==> src/rtl/alu_seq_if.sv <==
// alu_seq_if: request / ALU / writeback bundle for alu_sequencer.
// Ports (signals):
//   req_valid, req_ready, req_op[4:0], req_a, req_b   request handshake
//   alu_a, alu_b, alu_op[4:0], alu_result[2W-1:0]     external ALU
//   wb_valid, wb_ready, wb_data, wb_sel               writeback handshake
//   busy, err                                         status
// master = requester/ALU/consumer environment, slave = the sequencer.
interface alu_seq_if #(
  parameter int unsigned DATA_WIDTH = 32
) ();
  logic                      req_valid;
  logic                      req_ready;
  logic [4:0]                req_op;
  logic [DATA_WIDTH-1:0]     req_a;
  logic [DATA_WIDTH-1:0]     req_b;
  logic [DATA_WIDTH-1:0]     alu_a;
  logic [DATA_WIDTH-1:0]     alu_b;
  logic [4:0]                alu_op;
  logic [2*DATA_WIDTH-1:0]   alu_result;
  logic                      wb_valid;
  logic                      wb_ready;
  logic [DATA_WIDTH-1:0]     wb_data;
  logic                      wb_sel;
  logic                      busy;
  logic                      err;

  modport master (
    output req_valid, req_op, req_a, req_b, alu_result, wb_ready,
    input  req_ready, alu_a, alu_b, alu_op, wb_valid, wb_data, wb_sel, busy, err
  );

  modport slave (
    input  req_valid, req_op, req_a, req_b, alu_result, wb_ready,
    output req_ready, alu_a, alu_b, alu_op, wb_valid, wb_data, wb_sel, busy, err
  );
endinterface

==> src/rtl/alu_sequencer.sv <==
// alu_sequencer: accepts one ALU request, drives operands to an external
// combinational ALU, captures its 2*DATA_WIDTH result and writes it back as
// one word (low half) or two words (low then high half, MUL only).
// Ports:
//   clock  rising-edge clock
//   clear  asynchronous active-low reset
//   bus    alu_seq_if.slave (request, ALU, writeback and status signals)
module alu_sequencer #(
  parameter int unsigned DATA_WIDTH = 32
) (
  input  logic         clock,
  input  logic         clear,
  alu_seq_if.slave     bus
);

  localparam int unsigned DW = DATA_WIDTH;
  localparam int unsigned ZW = 2 * DATA_WIDTH;
  localparam logic [4:0]  OP_MUL = 5'd5;

  typedef enum logic [2:0] {
    IDLE  = 3'd0,
    LOAD  = 3'd1,
    EXEC  = 3'd2,
    WB_LO = 3'd3,
    WB_HI = 3'd4
  } state_t;

  state_t          r_state;
  state_t          w_next_state;

  logic [DW-1:0]   r_alu_a;
  logic [DW-1:0]   r_alu_b;
  logic [4:0]      r_alu_op;
  logic [ZW-1:0]   r_z;
  logic            r_err;
  logic            r_wb_valid;
  logic            r_wb_sel;
  logic [DW-1:0]   r_wb_data;
  logic            r_req_ready;
  logic            r_busy;

  logic            w_accept;
  logic            w_illegal;
  logic            w_capture;
  logic            w_wb_valid_nxt;
  logic            w_wb_sel_nxt;
  logic [DW-1:0]   w_wb_data_nxt;

  // State register
  always_ff @(posedge clock or negedge clear) begin : state_reg
    if (!clear) begin
      r_state <= IDLE;
    end else begin
      r_state <= w_next_state;
    end
  end

  // Next state, and next values of the registered outputs
  always_comb begin : next_state_logic
    w_next_state   = r_state;
    w_accept       = 1'b0;
    w_illegal      = 1'b0;
    w_capture      = 1'b0;
    w_wb_valid_nxt = 1'b0;
    w_wb_sel_nxt   = 1'b0;
    w_wb_data_nxt  = '0;

    case (r_state)
      IDLE: begin
        if (bus.req_valid) begin
          if (bus.req_op > OP_MUL) begin
            w_illegal = 1'b1;
          end else begin
            w_accept     = 1'b1;
            w_next_state = LOAD;
          end
        end
      end
      LOAD:  w_next_state = EXEC;
      EXEC: begin
        w_capture    = 1'b1;
        w_next_state = WB_LO;
      end
      WB_LO: begin
        if (bus.wb_ready) begin
          w_next_state = (r_alu_op == OP_MUL) ? WB_HI : IDLE;
        end
      end
      WB_HI: begin
        if (bus.wb_ready) begin
          w_next_state = IDLE;
        end
      end
      default: w_next_state = IDLE;
    endcase

    // Writeback word follows the state being entered; on entry to WB_LO the
    // low half comes straight from the ALU since Z is loaded on the same edge.
    case (w_next_state)
      WB_LO: begin
        w_wb_valid_nxt = 1'b1;
        w_wb_data_nxt  = w_capture ? bus.alu_result[DW-1:0] : r_z[DW-1:0];
      end
      WB_HI: begin
        w_wb_valid_nxt = 1'b1;
        w_wb_sel_nxt   = 1'b1;
        w_wb_data_nxt  = r_z[ZW-1:DW];
      end
      default: ;
    endcase
  end

  // Operand latch, result capture and registered outputs
  always_ff @(posedge clock or negedge clear) begin : datapath_regs
    if (!clear) begin
      r_alu_a     <= '0;
      r_alu_b     <= '0;
      r_alu_op    <= '0;
      r_z         <= '0;
      r_err       <= 1'b0;
      r_wb_valid  <= 1'b0;
      r_wb_sel    <= 1'b0;
      r_wb_data   <= '0;
      r_req_ready <= 1'b1;
      r_busy      <= 1'b0;
    end else begin
      if (w_accept) begin
        r_alu_a  <= bus.req_a;
        r_alu_b  <= bus.req_b;
        r_alu_op <= bus.req_op;
      end
      if (w_capture) begin
        r_z <= bus.alu_result;
      end
      r_err       <= w_illegal;
      r_wb_valid  <= w_wb_valid_nxt;
      r_wb_sel    <= w_wb_sel_nxt;
      r_wb_data   <= w_wb_data_nxt;
      r_req_ready <= (w_next_state == IDLE);
      r_busy      <= (w_next_state != IDLE);
    end
  end

  assign bus.alu_a     = r_alu_a;
  assign bus.alu_b     = r_alu_b;
  assign bus.alu_op    = r_alu_op;
  assign bus.err       = r_err;
  assign bus.wb_valid  = r_wb_valid;
  assign bus.wb_sel    = r_wb_sel;
  assign bus.wb_data   = r_wb_data;
  assign bus.req_ready = r_req_ready;
  assign bus.busy      = r_busy;

endmodule

==> src/flat_wrapper.sv <==
// flat-port wrapper written by rule: the top's interface ports become plain ports
module alu_sequencer_flat 
#(
  parameter int unsigned DATA_WIDTH = 32
)
  (clock, clear, bus_req_valid, bus_req_op, bus_req_a, bus_req_b, bus_alu_result, bus_wb_ready, bus_req_ready, bus_alu_a, bus_alu_b, bus_alu_op, bus_wb_valid, bus_wb_data, bus_wb_sel, bus_busy, bus_err);
  alu_seq_if #(.DATA_WIDTH(DATA_WIDTH)) bus_i ();
  input  logic clock;
  input  logic clear;
  input wire logic [$bits(bus_i.req_valid)-1:0] bus_req_valid;
  input wire logic [$bits(bus_i.req_op)-1:0] bus_req_op;
  input wire logic [$bits(bus_i.req_a)-1:0] bus_req_a;
  input wire logic [$bits(bus_i.req_b)-1:0] bus_req_b;
  input wire logic [$bits(bus_i.alu_result)-1:0] bus_alu_result;
  input wire logic [$bits(bus_i.wb_ready)-1:0] bus_wb_ready;
  output wire logic [$bits(bus_i.req_ready)-1:0] bus_req_ready;
  output wire logic [$bits(bus_i.alu_a)-1:0] bus_alu_a;
  output wire logic [$bits(bus_i.alu_b)-1:0] bus_alu_b;
  output wire logic [$bits(bus_i.alu_op)-1:0] bus_alu_op;
  output wire logic [$bits(bus_i.wb_valid)-1:0] bus_wb_valid;
  output wire logic [$bits(bus_i.wb_data)-1:0] bus_wb_data;
  output wire logic [$bits(bus_i.wb_sel)-1:0] bus_wb_sel;
  output wire logic [$bits(bus_i.busy)-1:0] bus_busy;
  output wire logic [$bits(bus_i.err)-1:0] bus_err;
  assign bus_i.req_valid = bus_req_valid;
  assign bus_i.req_op = bus_req_op;
  assign bus_i.req_a = bus_req_a;
  assign bus_i.req_b = bus_req_b;
  assign bus_i.alu_result = bus_alu_result;
  assign bus_i.wb_ready = bus_wb_ready;
  assign bus_req_ready = bus_i.req_ready;
  assign bus_alu_a = bus_i.alu_a;
  assign bus_alu_b = bus_i.alu_b;
  assign bus_alu_op = bus_i.alu_op;
  assign bus_wb_valid = bus_i.wb_valid;
  assign bus_wb_data = bus_i.wb_data;
  assign bus_wb_sel = bus_i.wb_sel;
  assign bus_busy = bus_i.busy;
  assign bus_err = bus_i.err;
  alu_sequencer #(.DATA_WIDTH(DATA_WIDTH)) u_core (.clock(clock), .clear(clear), .bus(bus_i));
endmodule
==> config.mk <==
export PLATFORM = sky130hd
export DESIGN_NAME = alu_sequencer_flat
export DESIGN_NICKNAME = d
export VERILOG_FILES = /design/src/rtl/alu_seq_if.sv /design/src/rtl/alu_sequencer.sv /design/src/flat_wrapper.sv
export SDC_FILE = /design/constraint.sdc
export NUM_CORES = 1
export LEC_CHECK = 0
export CORE_AREA = 2 2 127 129
export DETAILED_ROUTE_END_ITERATION = 6
export DIE_AREA = 0 0 129 131
export PLACE_DENSITY = 0.79
export SYNTH_ARGS = -nofsm -noshare
export SYNTH_HDL_FRONTEND = slang
export SYNTH_SLANG_ARGS = --single-unit
==> constraint.sdc <==
create_clock -name clock -period 1.9 [get_ports clock]
set_input_delay 0.38 -clock clock [delete_from_list [all_inputs] [get_ports clock]]
set_output_delay 0.38 -clock clock [all_outputs]
set_load 0.01 [all_outputs]
==> impl_metrics.tcl <==
set metrics [dict create \
    endpoint_kind "output pin" \
    die_area_um2 16900 \
    start_util_pct 44.3 \
    grt_usage_pct 21.1 \
    netlist_instances 453 \
    cts-buffers-inserted 17 \
    p_leak_nw 4.85 \
    vdd_drop_max_uv 898 \
    fin_nets 844 \
    cp_cell_sequence "clkdlybuf4s50_1" \
    relSlewSlack_pct 68.5 \
    cp.buffers_inverters 1 \
    grt-ovfl-total 0 \
    clkSinkCount 173 \
    period_minus_slack_ps 1760 \
    clock_path_buffers 2 \
    drive_gt1_share_pct 21.9 \
    place_congestion 0.778 \
    rrSetupSlack_ps 150 \
    place_area_um2 9710 \
    fin_crit_sh_pct 92.8 \
    cp.required_ps 1520 \
    post-route-drc-count 0 \
    htree_levels 4 \
    clk_latency_ps 430 \
    tightest_slew_ps 473 \
    detailed_place_hpwl_um 12100 \
    synth_area_um2 6900 \
    io_pins 243 \
    postCtsSetupBuffers 0 \
    final_area_um2 10300 \
    grt_pass1_vias 5061 \
    synth-seq-cells 173 \
    routedWlPerCell_um 18.4 \
    cellPowerDensity_nw_per_um2 1560 \
    grt_max_degree 65 \
    holdWs_ps 456 \
    p_seq_share_pct 38.0 \
    power_frac_comb_pct 39.3 \
    switching_share_pct 30.3 \
    internal-power_mw 11.2 \
    p_sw_mw 4.89 \
    crit_slowest_cell "clkdlybuf4s50_1" \
    dr.pass1.iters 4 \
    status "finished clean" \
    crit_family "buffers and inverters" \
    die_h_um 131 \
    clock_power_share_pct 22.7 \
    path_clk_slew_ps 70 \
    cts_root_buf "clkbuf_16" \
    cts_tree "yes" \
    critical_path_class "reg -> out" \
    layout_commonest_cell "clkdlybuf4s50_1" \
    cp.arrival_ps 1380 \
    antenna_found_initial 0 \
    seq_area_frac_synth_pct 62.7 \
    hold_path.class "in -> async" \
    io_buffers 242 \
    rsz0062_at_grt "no" \
    final_util_pct 66.3 \
    critPathLaunchType "flop" \
    synth_cell_type_count 29 \
    n_antenna_cell 0 \
    finalSetupViolCount 0 \
    vias 4631 \
    skew_ps 12.5 \
    worst_slack_ps 138 \
    layout_common_cells "clkdlybuf4s50_1, dfrtp_1, mux2_4, inv_1, mux2_2" \
    vias_per_cell 4.95 \
    avgSynthCellArea_um2 15.2 \
    fmax_ghz 0.567 \
    die_w_um 129 \
    cp_slowest_stage_delay_ps 590 \
    core.rowCount 46 \
    synth_warnings 0 \
    synth_nets 590 \
    tns_ps 0 \
    pre_cts_ws_ps -223 \
    hold_viol_final 0 \
    drtIter0Drc 239 \
    area_delta_synth_final_pct 49.9 \
    antenna_left 0 \
    path_max_fanout 3 \
    drv_cap 0 \
    grt_pass1_wl_um 26900 \
    slew_viol_final 0 \
    wirelength_um 17200 \
    coreArea_um2 15600 \
]
## through the flow
step	cells	total power, mW
6_report	936	16.1
4_1_cts	936	16.3
3_3_place_gp	903	12.3
3_5_place_dp	903	12.6
5_1_grt	936	17.1
2_1_floorplan	453	9.46
## state kept, by name, indices dropped and copies added, names as in the netlist
name,cells
u_core.bus.alu_b,32
u_core.r_state,3
u_core.bus.err,1
u_core.r_z,64
u_core.bus.busy,1
u_core.bus.req_ready,1
u_core.bus.alu_a,32
u_core.bus.wb_valid,1
u_core.bus.wb_data,32
u_core.bus.wb_sel,1
u_core.bus.alu_op,5
## what timing repair did
item                                    4_1_cts  5_1_grt
pin swaps                                     0        0
hold buffers                                  1        0
endpoints found under the setup margin        1        1
endpoints found under the hold margin        40        0
gates resized for setup                       1        1
## power by group through the flow
stage / clock (mW) / combinational, mW / sequential [mW]
2_1_floorplan: 0 / 3.03 / 6.42
3_3_place_gp: 0 / 6.20 / 6.11
3_5_place_dp: 0 / 6.39 / 6.18
4_1_cts: 3.75 / 6.42 / 6.15
5_1_grt: 3.92 / 6.83 / 6.32
6_report: 3.66 / 6.34 / 6.14
## layout make-up
cell class                      instances  area [µm²]
Fill cell                            1130        5250
Sequential cell                       173        4330
Timing Repair Buffer                  262        2700
Multi-Input combinational cell        219        2290
Clock buffer                           19         453
Tap cell                              216         270
Clock inverter                         13         176
Inverter                               34         128
## kinds of logic (layout without fill, tap and decap cells)
| family | Yosys count | in the layout | synth area share [%] |
|---|---|---|---|
| flip-flops | 173 | 173 | 62.7 |
| multiplexers | 131 | 131 | 24.3 |
| buffers and inverters | 61 | 328 | 4.42 |
| AND/OR/NAND/NOR | 49 | 49 | 3.37 |
| AO/OA/AOI/OAI | 39 | 39 | 5.15 |
## per-layer routing
layer | GRT usage [%] | part of all wire (%) | vias to the layer above
met1 | 24.0 | 37 | 2313
met4 | 5.18 | 1.2 | 0
li1 | - | - | 2091
met3 | 9.28 | 9.8 | 22
met2 | 36.6 | 52 | 205
met5 | 0 | 0 | -
## final timing paths
| check | startpoint | end | cells past startpoint |
|---|---|---|---|
| setup / recovery | u_core.bus.alu_op[1]$_DFFE_PN0P_ | bus_alu_op[1] | 1 |
| hold / removal | clear | u_core.bus.wb_data[16]$_DFF_PN0_ | 2 |
| setup reg to reg | u_core.r_state[2]$_DFF_PN0_ | u_core.bus.wb_data[31]$_DFF_PN0_ | 4 |
| hold reg to reg | u_core.r_z[29]$_DFFE_PN0P_ | u_core.r_z[29]$_DFFE_PN0P_ | 2 |
| max in group asynchronous | clear | u_core.bus.wb_data[22]$_DFF_PN0_ | 3 |
| min in group clock | u_core.r_z[29]$_DFFE_PN0P_ | u_core.r_z[29]$_DFFE_PN0P_ | 2 |
## cell usage after synthesis
cell | instances | area share, %
dfrtp_1 | 172 | 62
mux2_4 | 65 | 14
inv_1 | 34 | 1.8
mux2_2 | 34 | 5.5
nand2_1 | 33 | 1.8
mux2i_1 | 32 | 4.6
o32ai_1 | 32 | 4.1
clkbuf_1 | 9 | 0.49
buf_2 | 7 | 0.51
buf_6 | 7 | 1.1
buf_4 | 4 | 0.44
and2_1 | 3 | 0.27
and2b_1 | 2 | 0.22
nor2b_1 | 2 | 0.18
nor3_1 | 2 | 0.15
nor3b_1 | 2 | 0.22
a211o_1 | 1 | 0.13
a211oi_1 | 1 | 0.11
a41oi_4 | 1 | 0.40
dfstp_2 | 1 | 0.38
nand2_2 | 1 | 0.091
nand2b_1 | 1 | 0.091
nor2_1 | 1 | 0.054
nor2_2 | 1 | 0.091
nor4b_2 | 1 | 0.22
o21ai_1 | 1 | 0.072
o311a_1 | 1 | 0.15
o311ai_0 | 1 | 0.13
o31ai_1 | 1 | 0.11
No activity file was read; power rests on OpenSTA's default activity.
